$ cat config.mk
export PLATFORM = sky130hd
export DESIGN_NAME = rr_mux41_arbiter
export DESIGN_NICKNAME = d
export VERILOG_FILES = /design/src/rtl/rr_mux41_arbiter.sv
export SDC_FILE = /design/constraint.sdc
export NUM_CORES = 1
export LEC_CHECK = 0
export ABC_AREA = 1
export ABC_CLOCK_PERIOD_IN_PS = 1300
export CAP_MARGIN = 5
export CORE_MARGIN = 5
export CORE_UTILIZATION = 34
export CTS_CLUSTER_SIZE = 25
export DETAILED_ROUTE_END_ITERATION = 16
export GPL_ROUTABILITY_DRIVEN = 1
export GPL_TIMING_DRIVEN = 0
export PLACE_DENSITY = 0.83
export SLEW_MARGIN = 20
export SYNTH_ARGS = -nofsm -noshare
export SYNTH_HDL_FRONTEND = slang
export SYNTH_SLANG_ARGS = --single-unit
$ cat constraint.sdc
create_clock -name clk -period 1.3 [get_ports clk]
set_input_delay 0.195 -clock clk [delete_from_list [all_inputs] [get_ports clk]]
set_output_delay 0.195 -clock clk [all_outputs]
set_load 0.01 [all_outputs]
$ cat src/rtl/rr_mux41_arbiter.sv
// Round-robin arbiter for four requesters sharing one 4:1 mux datapath.
// Each grant drives a valid/ready output channel and lasts at most MAX_BEATS transfers.
module rr_mux41_arbiter #(
    parameter int WIDTH     = 8,
    parameter int MAX_BEATS = 4
) (
    input  logic             clk,
    input  logic             rst,
    input  logic [3:0]       req,
    input  logic [WIDTH-1:0] data0,
    input  logic [WIDTH-1:0] data1,
    input  logic [WIDTH-1:0] data2,
    input  logic [WIDTH-1:0] data3,
    input  logic             out_ready,
    output logic [3:0]       gnt,
    output logic [1:0]       sel,
    output logic             out_valid,
    output logic [WIDTH-1:0] out_data,
    output logic             busy
);

    localparam int CW = $clog2(MAX_BEATS + 1);

    typedef enum logic {
        IDLE = 1'b0,
        BUSY = 1'b1
    } state_t;

    state_t        r_state;
    state_t        w_nextState;
    logic [1:0]    r_sel;
    logic [1:0]    w_nextSel;
    logic [1:0]    r_last;
    logic [1:0]    w_nextLast;
    logic [CW-1:0] r_count;
    logic [CW-1:0] w_nextCount;
    logic          w_found;
    logic [1:0]    w_winner;
    logic [1:0]    w_idx;
    logic          w_xfer;
    logic          w_lastBeat;

    // Priority scan starts just after the last granted requester and ends on it.
    always_comb begin
        w_found  = 1'b0;
        w_winner = r_last;
        w_idx    = 2'd0;
        for (int k = 1; k <= 4; k++) begin
            w_idx = r_last + 2'(k);
            if (!w_found && req[w_idx]) begin
                w_found  = 1'b1;
                w_winner = w_idx;
            end
        end
    end

    always_ff @(posedge clk or posedge rst) begin
        if (rst) begin
            r_state <= IDLE;
            r_sel   <= 2'd0;
            r_last  <= 2'd3;
            r_count <= '0;
        end else begin
            r_state <= w_nextState;
            r_sel   <= w_nextSel;
            r_last  <= w_nextLast;
            r_count <= w_nextCount;
        end
    end

    always_comb begin
        busy      = (r_state == BUSY);
        sel       = r_sel;
        gnt       = 4'b0000;
        out_valid = 1'b0;
        if (busy) begin
            gnt       = 4'b0001 << r_sel;
            out_valid = req[r_sel];
        end
    end

    // The mux follows the registered select in every state, so IDLE shows the last grant's data.
    always_comb begin
        out_data = data0;
        case (r_sel)
            2'd0: out_data = data0;
            2'd1: out_data = data1;
            2'd2: out_data = data2;
            2'd3: out_data = data3;
            default: out_data = data0;
        endcase
    end

    assign w_xfer     = out_valid & out_ready;
    assign w_lastBeat = w_xfer && (r_count == CW'(MAX_BEATS - 1));

    always_comb begin
        w_nextState = r_state;
        w_nextSel   = r_sel;
        w_nextLast  = r_last;
        w_nextCount = r_count;
        if (r_state == IDLE) begin
            if (w_found) begin
                w_nextState = BUSY;
                w_nextSel   = w_winner;
                w_nextCount = '0;
            end
        end else begin
            // A withdrawal on the final beat still counts that beat; either way the grant ends.
            if (!req[r_sel] || w_lastBeat) begin
                w_nextState = IDLE;
                w_nextLast  = r_sel;
                w_nextCount = '0;
            end else if (w_xfer) begin
                w_nextCount = r_count + CW'(1);
            end
        end
    end

endmodule

Word level (Yosys, flattened, before mapping)
Index checks and enable logic that the tools add are counted.
{"block": "totals", "ramBits": 0, "register_bits": 8, "rom_bits": 0, "mem_count": 0, "latchBits": 0, "input_bits": 39, "output_inout_bits": 16}
{"block": "classes", "mux": 28, "n_div": 0, "addsub": 4, "shifts": 1, "n_bitwise": 2, "n_mul": 0, "magnitude_cmp": 5, "eq_ne": 5, "n_reduce_logical": 14}
{"op": "case mux 8 bit (4 select lines)", "n": 1}
{"op": "< comparator 2 x 3 -> 1 bit (second input constant)", "n": 5}
{"op": "two-way mux 1 bit", "n": 13}
{"op": "two-way mux 3 bit", "n": 4}
{"op": "binary-select mux 1 bit (select 2 bit)", "n": 5}
{"op": "two-way mux 2 bit", "n": 4}
{"op": "AND reduction 2 bit", "n": 3}
{"op": "adder 2 bit (second input constant)", "n": 2}
{"op": "== test 2 bit (second input constant)", "n": 2}
{"op": "logical AND 1 bit", "n": 4}
{"op": "zero test 1 bit", "n": 4}
{"op": "two-way mux 4 bit", "n": 1}
{"op": "<< shifter 1 x 2 -> 4 bit (first input constant)", "n": 1}
{"op": "adder 3 x 1 -> 3 bit (second input constant)", "n": 1}
{"op": "== test 3 x 2 -> 1 bit (second input constant)", "n": 1}
{"op": "!= test 3 x 1 -> 1 bit (second input constant)", "n": 1}
{"op": "adder 2 x 1 -> 2 bit (second input constant)", "n": 1}
{"op": "== test 2 x 1 -> 1 bit (second input constant)", "n": 1}
{"op": "zero test 2 bit", "n": 1}
{"op": "nonzero test 2 bit", "n": 1}
{"op": "bitwise AND 1 bit", "n": 1}
{"op": "logical OR 1 bit", "n": 1}
{"op": "inverter 1 bit", "n": 1}

Longest topological paths before layout
{"block": "logic_depth", "word_depth": 15, "depth_mapped": 12, "depth_no_buf": 11}

Worst setup path before layout
No wires, ideal clock.
{"block": "synth_timing", "path_kind": "register to register", "from": "reg r_last[0]", "to": "reg r_sel[0] (netlist: sel[0])", "setup_ps": 116, "n_path_buf": 1, "t_arrival_ps": 1252, "stages_incl_launch_ff": 13, "slack_ps": -68, "cell_sequence": "dfstp_2 > buf_6 > inv_8 > nand2_2 > nand2_2 > nand2_2 > nand2_2 > nor2_4 > nand3_2 > nand2_4 > inv_1 > nand2_1 > nand2_1"}
{"block": "synth_between", "elab_chain_cells": 14}
{"item": "start, declared", "line": "33", "text": "logic [1:0] r_last;"}
{"item": "start signal, assigned", "line": "66", "text": "r_last <= w_nextLast;"}
{"item": "adder 2 x 1 -> 2 bit", "line": "49", "text": "w_idx = r_last + 2'(k);"}
{"item": "binary-select mux 1 bit (select 2 bit)", "line": "50", "text": "if (!w_found && req[w_idx]) begin"}
{"item": "two-way mux 1 bit (not written as such)", "line": "50"}
{"item": "two-way mux 1 bit", "line": "50"}
{"item": "zero test 1 bit", "line": "50"}
{"item": "logical AND 1 bit", "line": "50"}
{"item": "two-way mux 1 bit", "line": "50"}
{"item": "zero test 1 bit", "line": "50"}
{"item": "logical AND 1 bit", "line": "50"}
{"item": "two-way mux 1 bit", "line": "50"}
{"item": "zero test 1 bit", "line": "50"}
{"item": "logical AND 1 bit", "line": "50"}
{"item": "two-way mux 1 bit", "line": "50"}
{"item": "AND reduction 2 bit (no line)"}
{"item": "end signal, assigned", "line": "65", "text": "r_sel <= w_nextSel;"}
{"item": "end, declared", "line": "31", "text": "logic [1:0] r_sel;"}
Parallel ways exist; a longest one is shown, timed or not. The select of a mux whose other input is x is not followed.
A chain may end at the register's enable or synchronous reset.

Final worst setup path
{"block": "layout_timing", "from": "reg r_sel[0] (netlist: sel[0])", "to": "out out_valid"}
{"block": "layout_between", "elab_chain_cells": 3}
{"item": "binary-select mux 1 bit (select 2 bit)", "line": "78", "text": "out_valid = req[r_sel];"}
{"item": "two-way mux 1 bit (not written as such)", "line": "78"}
{"item": "two-way mux 1 bit", "line": "76", "text": "if (busy) begin"}
{"item": "end, declared", "line": "17", "text": "output logic out_valid,"}
No other way between the ends. The select of a mux whose other input is x is not followed.

==> Flow_metrics.wiki <==
{| class="wikitable"
! Metric !! Value
|-
| Worst setup slack after layout || -0.454 ns
|-
| Count of final max-slew check failures || 0
|-
| Via/cell ratio || between 5 and 6
|-
| Std-Cell Rows || 19
|-
| CP arrival || around 1.6 ns
|-
| Chip width || about 62 um
|-
| Height of the die || between 60 and 70 um
|-
| Detailed Routing Iterations Pass 1 || 4
|-
| Layout cell share with drive strength beyond 1 || roughly 47%
|-
| Fraction of post-synthesis cell area in the top cell type by area || between 20 and 30%
|-
| Pin count of the biggest net entering global routing || 9
|-
| FMAX || between 500 and 600 MHz
|-
| Synth warnings || 0
|-
| Count of clock tree sinks || 8
|-
| Post-route worst hold slack || 0.156 ns
|-
| Initial DRC Count || 31
|-
| Sequential element share of the synthesized area || 21.7%
|-
| RePlAce Congestion || a little under 0.8
|-
| Total negative setup slack || -6.73 ns
|-
| Total standard cell area after synthesis || 936 um2
|-
| Max-cap check violation count || 0
|-
| Antenna violations before repair || 0
|-
| Post-synthesis register bit count || 8
|-
| Number of H-tree levels || 1
|-
| Fraction of registers with async set or reset after synthesis || between 90% and 100%
|-
| Routed vias || roughly 1,400
|-
| P per Cell Area || approximately 2300 nW/um2
|-
| Leakage power summed over all cells || between 0.9 and 1 nW
|-
| HPWL Detailed || about 2400 um
|-
| HP Class || input port to asynchronous set/reset pin
|-
| Clock buffers created by TritonCTS || 3
|-
| Share of the core filled with cells || approximately three quarters
|-
| Leading cell types by count after synthesis || sky130_fd_sc_hd__nand2_1, sky130_fd_sc_hd__inv_1, sky130_fd_sc_hd__nand2_2, sky130_fd_sc_hd__nand4_1, sky130_fd_sc_hd__nand3_1
|-
| Crit path launch type || flip-flop
|-
| CTS tree || yes
|-
| Total detailed-routing wirelength || 4290 um
|-
| Overall global routing resource usage || between 10% and 20%
|-
| Minimum clock period || 1.75 ns
|-
| Area contributors post-synth || sky130_fd_sc_hd__nand2_1, sky130_fd_sc_hd__dfrtp_1, sky130_fd_sc_hd__nand2_2, sky130_fd_sc_hd__inv_1, sky130_fd_sc_hd__nand4_1
|-
| Rel. slew slack || between 70% and 80%
|-
| Routed wirelength normalized by instance count || between 15 and 20 um
|-
| Layout fillers || roughly 180
|-
| Top-count cell post-synth || sky130_fd_sc_hd__nand2_1
|-
| Die Footprint || 3900 um2
|-
| Number of antenna diodes || 0
|-
| Kind of end point of the critical path || output pin
|-
| Root Buffer || sky130_fd_sc_hd__clkbuf_4
|-
| I/O pin cnt || 55
|-
| Core Footprint || around 2700 um2
|-
| Overflow left after global routing || 0
|-
| Mean area per synthesized cell || 5.89 um2
|-
| Worst Clk Skew || 0.0151 ns
|-
| Starting density of the core || about a third
|-
| Transition time at the pin with the least slew margin || just over 0.3 ns
|-
| Final antenna-violating net count || 0
|-
| Prevailing post-synth register cell || sky130_fd_sc_hd__dfrtp_1
|-
| Post-CTS Hold Fix Bufs || 0
|-
| Gate count after technology mapping || between 150 and 200
|-
| Via count of the first global-routing pass || between 1,000 and 1,500
|-
| Maximum buffer depth of the clock tree || 2
|-
| Crit share post-route || 135%
|-
| Unrepaired setup endpoints after global routing || true
|-
| Worst IR Drop VDD || between 0.001 and 0.0015 V
|-
| Clock latency at the later pin of the worst-skew pair || between 0.2 and 0.3 ns
|-
| Required time of the worst setup path || between 1 and 1.5 ns
|-
| First-pass GRT wire length || 5970 um
|-
| Post-detailed-route DRC marker count || 0
|-
| Violations in the final reports || negative setup slack
|-
| Area of the multi-input gates || just under 800 um2
|-
| Clock transition at the register clock pins on the worst setup and hold paths after CTS || approximately 0.07 ns
|-
| Port Buf Inserts || 54
|-
| Total of endpoints with negative setup slack in the final report || 21
|-
| Total power of the final layout || between 4 and 5 mW
|-
| Dominant cell type by area after synthesis || sky130_fd_sc_hd__nand2_1
|-
| Depth of the most critical reg-to-reg path || 12
|-
| R2R Path Start || sel[0]
|-
| FF+latch area || a little over 200 um2
|-
| Crit Path Category || flip-flop to output pin
|-
| Syn Nets || 200
|-
| Worst reg2reg setup slack || -0.35 ns
|-
| Run status || finished, violations left
|-
| Largest fanout of any net on the critical path || 5
|-
| Signed area change from the synthesized netlist to the final layout || 112%
|-
| Final-report hold violation count || 0
|-
| Reg-to-reg endpoint || r_count[1]
|-
| Number of synthesized flops with an enable pin || 0
|-
| Nets@finish || roughly 290
|-
| Count of different cell masters after synthesis || 21
|}
per-layer routing:
layer / up-vias / track usage [%] / wire length [um]
li1: 678 / - / -
met1: 656 / 17.9 / 1480
met2: 80 / 34.8 / 2260
met3: 18 / 6.47 / 393
met4: 0 / 10.9 / 162
met5: - / 0 / 0
report_power, final:
group	switching, mW	internal [mW]
combinational	2.10	1.88
sequential	0.0725	0.357
clock	0.109	0.107
total	2.28	2.35
worst max-delay path by stage:
stage,start,to,slack [ns]
floorplan,r_last[0],sel[0],-0.07
global placement,req[2],out_valid,-0.68
detailed placement,req[2],out_valid,-0.68
CTS,sel[0],out_data[0],-0.37
global route,sel[0],out_valid,-0.51
finish,sel[0],out_valid,-0.45
repair_timing:
item | CTS | global route
gates cloned | 2 | 0
pin swaps | 17 | 19
endpoints found under the setup margin | 24 | 21
resized for setup | 102 | 39
setup buffers | 22 | 11
critical path, cell delays in order (launching register included):
cell and delay, ns:
sky130_fd_sc_hd__dfrtp_1 0.42, sky130_fd_sc_hd__buf_6 0.17, sky130_fd_sc_hd__buf_4 0.11, sky130_fd_sc_hd__nand2_2 0.04, sky130_fd_sc_hd__o21ai_1 0.10, sky130_fd_sc_hd__nand2_1 0.10
sky130_fd_sc_hd__nand2_2 0.11, sky130_fd_sc_hd__nand2_2 0.07, sky130_fd_sc_hd__inv_2 0.06, sky130_fd_sc_hd__buf_6 0.09
cells by family after synthesis:
group,Yosys count,synth area share [%]
AOI/OAI and AO/OA,9,5.21
adders and majority gates,2,2.67
buffers and inverters,26,14.2
DFF,8,21.7
and+or+nand+nor,114,56.3
cell usage in the layout, fill, tap and decap left out:
cell type and count:
sky130_fd_sc_hd__nor3_4 1, sky130_fd_sc_hd__clkbuf_4 3, sky130_fd_sc_hd__buf_6 23, sky130_fd_sc_hd__inv_2 4
sky130_fd_sc_hd__buf_2 12, sky130_fd_sc_hd__buf_4 15, sky130_fd_sc_hd__o21ai_2 5, sky130_fd_sc_hd__dfrtp_1 6
sky130_fd_sc_hd__dfstp_2 2, sky130_fd_sc_hd__nand2_4 10, sky130_fd_sc_hd__inv_4 2, sky130_fd_sc_hd__nand3_1 3
sky130_fd_sc_hd__nand2_1 51, sky130_fd_sc_hd__clkdlybuf4s15_1 1, sky130_fd_sc_hd__nor2_4 4, sky130_fd_sc_hd__inv_8 1
sky130_fd_sc_hd__ha_1 2, sky130_fd_sc_hd__clkinvlp_4 1, sky130_fd_sc_hd__clkdlybuf4s50_1 38, sky130_fd_sc_hd__nor2_2 1
sky130_fd_sc_hd__nand3_2 5, sky130_fd_sc_hd__buf_8 1, sky130_fd_sc_hd__o21ai_1 1, sky130_fd_sc_hd__inv_1 13
sky130_fd_sc_hd__nand4_1 11, sky130_fd_sc_hd__dlygate4sd2_1 2, sky130_fd_sc_hd__nor2_1 1, sky130_fd_sc_hd__nand2_2 25
sky130_fd_sc_hd__nor3_2 2, sky130_fd_sc_hd__a21oi_1 2, sky130_fd_sc_hd__o21ai_0 1
sequential cells by signal (all words and copies together) (netlist names):
signal,count
r_last,2
r_count,3
sel,2
busy,1
per-stage QoR:
step                      setup slack [ns]  cell area [um2]  cells
after CTS                           -0.366             1810    271
after detailed placement            -0.682             1530    244
after global routing                -0.515             1990    280
after global placement              -0.675             1530    244
final                               -0.454             1990    280
after floorplan                    -0.0668              946    159
layout make-up:
class                   count  share of cell area, %
multi-input cells         125                   39.0
well taps                  31                   1.95
repair buffers             87                   40.0
flip-flops and latches      8                   10.2
clock buffers               3                   1.13
plain buffers               5                   3.02
inverters                  21                   4.78
(Power assumes the default switching activity.)
